<file path="config.mk">
export PLATFORM = sky130hd
export DESIGN_NAME = controlador_es_flat
export DESIGN_NICKNAME = d
export VERILOG_FILES = /design/src/rtl/controlador_es_if.sv /design/src/rtl/controlador_es.sv /design/src/flat_wrapper.sv
export SDC_FILE = /design/constraint.sdc
export NUM_CORES = 1
export LEC_CHECK = 0
export CAP_MARGIN = 20
export CORE_ASPECT_RATIO = 1.25
export CORE_MARGIN = 3
export CORE_UTILIZATION = 30
export DETAILED_ROUTE_END_ITERATION = 10
export HOLD_SLACK_MARGIN = 0.06
export PLACE_DENSITY = 0.61
export SLEW_MARGIN = 0
export SYNTH_ARGS = -nofsm -noshare
export SYNTH_HDL_FRONTEND = slang
export SYNTH_SLANG_ARGS = --single-unit
</file>
<file path="constraint.sdc">
create_clock -name clock -period 2.85 [get_ports clock]
set_input_delay 0.4275 -clock clock [delete_from_list [all_inputs] [get_ports clock]]
set_output_delay 0.4275 -clock clock [all_outputs]
set_load 0.05 [all_outputs]
</file>
<file path="src/rtl/controlador_es_if.sv">
// Core-side bundle for controlador_es: IN handshake, OUT write strobe,
// display selection and the converted display outputs.
interface controlador_es_if #(
  parameter int DATA_W  = 32,
  parameter int IN_W    = 18,
  parameter int NUM_DIG = 8,
  parameter int OUT_CH  = 2
);
  localparam int CH_W = (OUT_CH > 1) ? $clog2(OUT_CH) : 1;

  logic [IN_W-1:0]      entrada;
  logic                 enter;
  logic                 in_req;
  logic                 in_ack;
  logic [DATA_W-1:0]    in_dado;
  logic                 stall;
  logic                 out_req;
  logic [CH_W-1:0]      out_ch;
  logic [DATA_W-1:0]    out_dado;
  logic [CH_W-1:0]      disp_sel;
  logic                 out_busy;
  logic [4*NUM_DIG-1:0] digitos;
  logic                 neg;
  logic                 ovf;

  modport slave (
    input  entrada, enter, in_req, out_req, out_ch, out_dado, disp_sel,
    output in_ack, in_dado, stall, out_busy, digitos, neg, ovf
  );

  modport master (
    output entrada, enter, in_req, out_req, out_ch, out_dado, disp_sel,
    input  in_ack, in_dado, stall, out_busy, digitos, neg, ovf
  );
endinterface

</file>
<file path="src/rtl/controlador_es.sv">
// I/O controller: debounced enter key for IN, latched OUT channels and a
// sequential signed binary-to-BCD converter for the displayed channel.
module controlador_es #(
  parameter int DATA_W  = 32,
  parameter int IN_W    = 18,
  parameter int DEB_CYC = 4,
  parameter int NUM_DIG = 8,
  parameter int OUT_CH  = 2
) (
  input logic          clock,
  input logic          reset,
  controlador_es_if.slave bus
);
  localparam int CH_W  = (OUT_CH > 1) ? $clog2(OUT_CH) : 1;
  localparam int CNT_W = (DEB_CYC > 1) ? $clog2(DEB_CYC + 1) : 1;
  localparam int SH_W  = (DATA_W > 1) ? $clog2(DATA_W) : 1;
  // Decimal digits of 2^DATA_W-1 is floor(DATA_W*log10(2))+1.
  localparam int BCD_D = (DATA_W * 30103) / 100000 + 1;
  localparam int TOT_D = (BCD_D > NUM_DIG) ? BCD_D : NUM_DIG;
  localparam int BCD_W = 4 * TOT_D;

  localparam logic [CNT_W-1:0] DEB_LAST = CNT_W'(DEB_CYC - 1);
  localparam logic [SH_W-1:0]  SH_LAST  = SH_W'(DATA_W - 1);
  localparam logic [CH_W:0]    NCH      = (CH_W + 1)'(OUT_CH);

  // ---------------- enter synchroniser and debouncer ----------------
  logic             sync1, sync2, deb_lvl;
  logic [CNT_W-1:0] deb_cnt;
  logic             flip, press;

  // press fires on the edge where the debounced level becomes 1
  assign flip  = (sync2 != deb_lvl) && (deb_cnt == DEB_LAST);
  assign press = flip && sync2;

  always_ff @(posedge clock) begin
    if (reset) begin
      sync1   <= 1'b0;
      sync2   <= 1'b0;
      deb_lvl <= 1'b0;
      deb_cnt <= '0;
    end else begin
      sync1 <= bus.enter;
      sync2 <= sync1;
      if (sync2 != deb_lvl) begin
        if (flip) begin
          deb_lvl <= sync2;
          deb_cnt <= '0;
        end else begin
          deb_cnt <= deb_cnt + CNT_W'(1);
        end
      end else begin
        deb_cnt <= '0;
      end
    end
  end

  // ---------------- IN handshake FSM ----------------
  typedef enum logic {IN_IDLE, IN_WAIT} in_state_t;

  in_state_t         in_st;
  logic              ack_q;
  logic [DATA_W-1:0] dado_q;

  always_ff @(posedge clock) begin
    if (reset) begin
      in_st  <= IN_IDLE;
      ack_q  <= 1'b0;
      dado_q <= '0;
    end else begin
      ack_q <= 1'b0;
      case (in_st)
        IN_IDLE: begin
          if (bus.in_req) in_st <= IN_WAIT;
        end
        IN_WAIT: begin
          if (!bus.in_req) begin
            in_st <= IN_IDLE;
          end else if (press) begin
            dado_q <= DATA_W'($signed(bus.entrada));
            ack_q  <= 1'b1;
            in_st  <= IN_IDLE;
          end
        end
        default: in_st <= IN_IDLE;
      endcase
    end
  end

  assign bus.in_ack  = ack_q;
  assign bus.in_dado = dado_q;
  assign bus.stall   = bus.in_req & ~ack_q;

  // ---------------- output channels ----------------
  logic [DATA_W-1:0] chan [OUT_CH];
  logic              wr_ok, sel_ok, trigger;
  logic [CH_W-1:0]   sel_q;
  logic [DATA_W-1:0] src_val, mag;

  assign wr_ok   = bus.out_req && ({1'b0, bus.out_ch} < NCH);
  assign sel_ok  = {1'b0, bus.disp_sel} < NCH;
  assign trigger = (wr_ok && (bus.out_ch == bus.disp_sel)) || (bus.disp_sel != sel_q);
  assign src_val = sel_ok ? chan[bus.disp_sel] : '0;
  // Two's-complement negate on DATA_W bits keeps -2^(DATA_W-1) representable.
  assign mag     = src_val[DATA_W-1] ? (~src_val + DATA_W'(1)) : src_val;

  always_ff @(posedge clock) begin
    if (reset) begin
      for (int unsigned i = 0; i < OUT_CH; i++) chan[i] <= '0;
    end else if (wr_ok) begin
      chan[bus.out_ch] <= bus.out_dado;
    end
  end

  // ---------------- double-dabble converter ----------------
  typedef enum logic [1:0] {CV_IDLE, CV_LOAD, CV_SHIFT} cv_state_t;

  cv_state_t            cv_st;
  logic                 busy_q, pend_q, sign_q;
  logic [DATA_W-1:0]    bin_q, bin_nx;
  logic [BCD_W-1:0]     bcd_q, bcd_adj, bcd_nx;
  logic [SH_W-1:0]      sh_cnt;
  logic [4*NUM_DIG-1:0] dig_q, res_dig;
  logic                 neg_q, ovf_q, hi_nz;

  always_comb begin
    bcd_adj = bcd_q;
    for (int unsigned d = 0; d < TOT_D; d++) begin
      if (bcd_q[4*d +: 4] >= 4'd5) bcd_adj[4*d +: 4] = bcd_q[4*d +: 4] + 4'd3;
    end
    {bcd_nx, bin_nx} = {bcd_adj, bin_q} << 1;
    hi_nz = 1'b0;
    for (int unsigned d = NUM_DIG; d < TOT_D; d++) begin
      if (bcd_nx[4*d +: 4] != 4'd0) hi_nz = 1'b1;
    end
    res_dig = hi_nz ? '1 : bcd_nx[4*NUM_DIG-1:0];
  end

  // Triggers while busy collapse into pend_q; the finishing edge restarts
  // straight into a fresh load so out_busy never drops between runs.
  always_ff @(posedge clock) begin
    if (reset) begin
      cv_st  <= CV_IDLE;
      busy_q <= 1'b0;
      pend_q <= 1'b0;
      sign_q <= 1'b0;
      bin_q  <= '0;
      bcd_q  <= '0;
      sh_cnt <= '0;
      dig_q  <= '0;
      neg_q  <= 1'b0;
      ovf_q  <= 1'b0;
      sel_q  <= '0;
    end else begin
      sel_q <= bus.disp_sel;
      case (cv_st)
        CV_IDLE: begin
          if (trigger) begin
            cv_st  <= CV_LOAD;
            busy_q <= 1'b1;
          end
        end
        CV_LOAD: begin
          sign_q <= src_val[DATA_W-1];
          bin_q  <= mag;
          bcd_q  <= '0;
          sh_cnt <= '0;
          cv_st  <= CV_SHIFT;
          if (trigger) pend_q <= 1'b1;
        end
        CV_SHIFT: begin
          bin_q  <= bin_nx;
          bcd_q  <= bcd_nx;
          sh_cnt <= sh_cnt + SH_W'(1);
          if (sh_cnt == SH_LAST) begin
            dig_q  <= res_dig;
            neg_q  <= sign_q;
            ovf_q  <= hi_nz;
            pend_q <= 1'b0;
            if (pend_q || trigger) begin
              cv_st <= CV_LOAD;
            end else begin
              cv_st  <= CV_IDLE;
              busy_q <= 1'b0;
            end
          end else if (trigger) begin
            pend_q <= 1'b1;
          end
        end
        default: begin
          cv_st  <= CV_IDLE;
          busy_q <= 1'b0;
        end
      endcase
    end
  end

  assign bus.out_busy = busy_q;
  assign bus.digitos  = dig_q;
  assign bus.neg      = neg_q;
  assign bus.ovf      = ovf_q;
endmodule

</file>
<file path="src/flat_wrapper.sv">
// flat-port wrapper written by rule: the top's interface ports become plain ports
module controlador_es_flat 
#(
  parameter int DATA_W  = 32,
  parameter int IN_W    = 18,
  parameter int DEB_CYC = 4,
  parameter int NUM_DIG = 8,
  parameter int OUT_CH  = 2
)
  (clock, reset, bus_entrada, bus_enter, bus_in_req, bus_out_req, bus_out_ch, bus_out_dado, bus_disp_sel, bus_in_ack, bus_in_dado, bus_stall, bus_out_busy, bus_digitos, bus_neg, bus_ovf);
  controlador_es_if #(.DATA_W(DATA_W), .IN_W(IN_W), .NUM_DIG(NUM_DIG), .OUT_CH(OUT_CH)) bus_i ();
  input logic clock;
  input logic reset;
  input wire logic [$bits(bus_i.entrada)-1:0] bus_entrada;
  input wire logic [$bits(bus_i.enter)-1:0] bus_enter;
  input wire logic [$bits(bus_i.in_req)-1:0] bus_in_req;
  input wire logic [$bits(bus_i.out_req)-1:0] bus_out_req;
  input wire logic [$bits(bus_i.out_ch)-1:0] bus_out_ch;
  input wire logic [$bits(bus_i.out_dado)-1:0] bus_out_dado;
  input wire logic [$bits(bus_i.disp_sel)-1:0] bus_disp_sel;
  output wire logic [$bits(bus_i.in_ack)-1:0] bus_in_ack;
  output wire logic [$bits(bus_i.in_dado)-1:0] bus_in_dado;
  output wire logic [$bits(bus_i.stall)-1:0] bus_stall;
  output wire logic [$bits(bus_i.out_busy)-1:0] bus_out_busy;
  output wire logic [$bits(bus_i.digitos)-1:0] bus_digitos;
  output wire logic [$bits(bus_i.neg)-1:0] bus_neg;
  output wire logic [$bits(bus_i.ovf)-1:0] bus_ovf;
  assign bus_i.entrada = bus_entrada;
  assign bus_i.enter = bus_enter;
  assign bus_i.in_req = bus_in_req;
  assign bus_i.out_req = bus_out_req;
  assign bus_i.out_ch = bus_out_ch;
  assign bus_i.out_dado = bus_out_dado;
  assign bus_i.disp_sel = bus_disp_sel;
  assign bus_in_ack = bus_i.in_ack;
  assign bus_in_dado = bus_i.in_dado;
  assign bus_stall = bus_i.stall;
  assign bus_out_busy = bus_i.out_busy;
  assign bus_digitos = bus_i.digitos;
  assign bus_neg = bus_i.neg;
  assign bus_ovf = bus_i.ovf;
  controlador_es #(.DATA_W(DATA_W), .IN_W(IN_W), .DEB_CYC(DEB_CYC), .NUM_DIG(NUM_DIG), .OUT_CH(OUT_CH)) u_core (.clock(clock), .reset(reset), .bus(bus_i));
endmodule
</file>
==> results.toml <==
[min_path]
worstHoldPathType = "input port to flop"

[synthesis]
synth_unique_cells = 61
post_synthesis_instance_area_um2 = 10300
share_of_async_settable_or_async_resettable_flops_after_synthesis_pct = 0
synth.yosys.seq_area_share_pct = 46.6
yosysWarningCount = 0
synth.top_cells.by_count = "sky130_fd_sc_hd__dfxtp_1 (143), sky130_fd_sc_hd__nor2_1 (129), sky130_fd_sc_hd__a21oi_1 (86), sky130_fd_sc_hd__nand2_1 (77), sky130_fd_sc_hd__and2_1 (68)"
synth_seq_cells = 207
postSynthNetCount = 1196
synth.largest_area_cell = "sky130_fd_sc_hd__dfxtp_1"
synth.most_common_cell = "sky130_fd_sc_hd__dfxtp_1"
synth.area.top_cells = "sky130_fd_sc_hd__dfxtp_1 (28%), sky130_fd_sc_hd__edfxtp_1 (19%), sky130_fd_sc_hd__nor2_1 (4.7%), sky130_fd_sc_hd__mux2i_1 (4.4%), sky130_fd_sc_hd__a21oi_1 (4.2%)"
synth_top_cell_area_share_pct = 27.9
synth_edf_count = 64
syn_avg_cell_area_um2 = 9.25
synth_cells = 1110
dominantRegCellSynth = "sky130_fd_sc_hd__dfxtp_1"

[clocking]
tritoncts.num_buffers = 23
tritoncts = "yes"
post-cts-setup-buffers = 0
cts-root-to-sink-buffers = 3
ctsHoldBuffers = 0
post_cts_resized = 0
clk_pin_slew_ps = 60
root_buffer = "sky130_fd_sc_hd__clkbuf_16"
htree_levels = 1
worstSkewPairLatency_ps = 530
clock_sinks = 207

[global_routing]
global_route_wire_length_before_repair_um = 39400
globalRouteOverflowTotal = 0
first_global_vias = 7995
gr-usage-met3_pct = 1.80
largest_net_degree_at_the_start_of_global_routing = 85
met2_usage_pct = 23.0
grt_util_all_layers_pct = 12.9
global_route.usage.met1_pct = 15.9
number_of_antenna_violations_at_the_first_check_in_global_routing = 0
grt_most_used_layer = "met2"

[die]
fp.dieH_um = 213
core.rowCount = 75
ios = 126
die_outline_area_um2 = 36500
start_util_pct = 30.5
placeableCoreArea_um2 = 33700
fp.dieW_um = 171

[routing]
drc = 0
firstDrtPassIters = 5
post_drt_via_cell_ratio = 4.94
wl_um = 23600
vias = 8110
detail_route.iter0.violations = 451
route.detailed.wl_per_inst_um = 14.4
antenna_left = 0

[job]
drv_cap = 0

[sta]
worst-slew-pin-transition_ps = 718
post-route-min-period_ps = 2390
setup-violations-final = 0
clock-skew-final_ps = 15.8
finalHoldViolations = 0
relSlewSlack_pct = 52.0
finalCritPeriodShare_pct = 84.0
final.setup.worst_slack_ps = 457
slew_violations = 0
grt_setup_unrepaired = "no"
tns_ps = 0
maxClockFrequency_ghz = 0.418

[critical_path]
cp.required_ps = 2420
start_kind = "flop"
slowest_stage = "sky130_fd_sc_hd__clkdlybuf4s50_1"
critical_path.cell_chain = "clkdlybuf4s50_1"
criticalPathCategory = "flop to primary output"
critical_path.max_fanout = 16
crit_buf_inv = 1
worst_path_largest_cell_delay_ps = 890
critical_path.endpoint_type = "primary output"
critPathArrivalTime_ps = 1970
cpLargestDelayFamily = "buffers and inverters"

[place]
place.detailed.hpwl_um = 16200
rd_place_congestion = 0.834
port_buffers = 125
post_place_setup_slack_ps = 227

[pwr]
vdd_ir_drop_max_uv = 365
cellLeakagePower_nw = 4.43
power_per_cell_area_nw_per_um2 = 632

[final_layout]
diodes = 0
layout-drive-gt1-share_pct = 7.05
flow.area_growth_from_synthesis_pct = 22.5
multiInputGateArea_um2 = 4960
nets = 1289
sequential_cell_area_um2 = 4780
fill_cells = 3311

[run_status]
outcome = "complete, no violations"
-- sequential cells by signal, summed over array words and instances, names as in the netlist, 2 cells and up --
name / cells
u_core.bus.digitos: 32
u_core.bcd_q: 40
u_core.bus.in_dado: 18
u_core.deb_cnt: 3
u_core.cv_st: 2
u_core.sh_cnt: 5
u_core.chan: 64
u_core.bin_q: 32
-- power breakdown --
| part | internal [W] | switching [W] | total (W) |
|---|---|---|---|
| Combinational | 0.000606 | 0.00105 | 0.00166 |
| Sequential | 0.00332 | 0.000163 | 0.00349 |
| Clock | 0.00158 | 0.00122 | 0.00280 |
| Total | 0.00550 | 0.00244 | 0.00794 |
-- through the flow --
step	util, %	hold WS (ps)	cells	total power [W]	cell area (um2)
after floorplan	-	399	1110	0.00470	10300
after global placement	35.2	408	1601	0.00520	11900
after detailed placement	35.2	427	1601	0.00522	11900
after CTS	37.3	307	1643	0.00808	12600
after global routing	37.3	349	1643	0.00840	12600
final	37.3	346	1643	0.00794	12600
-- logic make-up (layout without fill, tap and decap cells) --
kind of cell             count (synthesis)  in the layout  share of synthesized area [%]
multiplexers                            50             50                           4.94
XOR/XNOR                                39             39                           3.33
buffers and inverters                  113            223                           5.07
adder cells (fa/ha/maj)                 29             29                           3.54
flip-flops                             207            207                           46.6
AO/OA/AOI/OAI                          224            224                           13.4
AND/OR/NAND/NOR                        448            448                           23.1
-- area by class of cell --
cell class / count / share of cell area, %
repair buffers: 151 / 11.7
clock inverters: 15 / 0.886
inverters: 30 / 0.896
multi-input cells: 790 / 39.5
clock buffers: 27 / 4.70
flip-flops and latches: 207 / 38.1
well taps: 423 / 4.21
-- final timing paths --
check,startpoint,slack [ps],end,cells past startpoint
worst max-delay path,u_core.bus.in_dado[17],460,bus_in_dado[24],1
worst min-delay path,reset,350,u_core.bin_q[31],2
worst min register to register,u_core.deb_cnt[0],430,u_core.deb_cnt[0],1
worst max register to register,u_core.bcd_q[33],570,u_core.bus.digitos[19],10
-- layer usage --
layer,routed length [um],vias to the layer above,share of wire (%)
met2,11800,163,50
met4,501,0,2.1
met1,10300,3799,44
met3,993,33,4.2
met5,0,-,0
li1,-,4115,-
-- layout by cell type, fill, tap and decap left out, drive strengths merged, types with 8 or more instances in the layout --
cell type / n
a22oi: 24
ha: 29
o22ai: 23
buf: 28
inv: 30
nand2: 77
nor2b: 9
clkinvlp: 8
edfxtp: 64
nor3: 46
clkbuf: 27
clkdlybuf4s50: 123
a21oi: 86
xnor2: 12
nor2: 130
nor3b: 27
nor4: 32
or3: 9
a211oi: 22
dfxtp: 143
o21ai: 36
mux2i: 45
and3: 15
xor2: 27
a31oi: 9
and2: 68
nand2b: 20
Note: power is estimated with default switching activity, not from simulation.
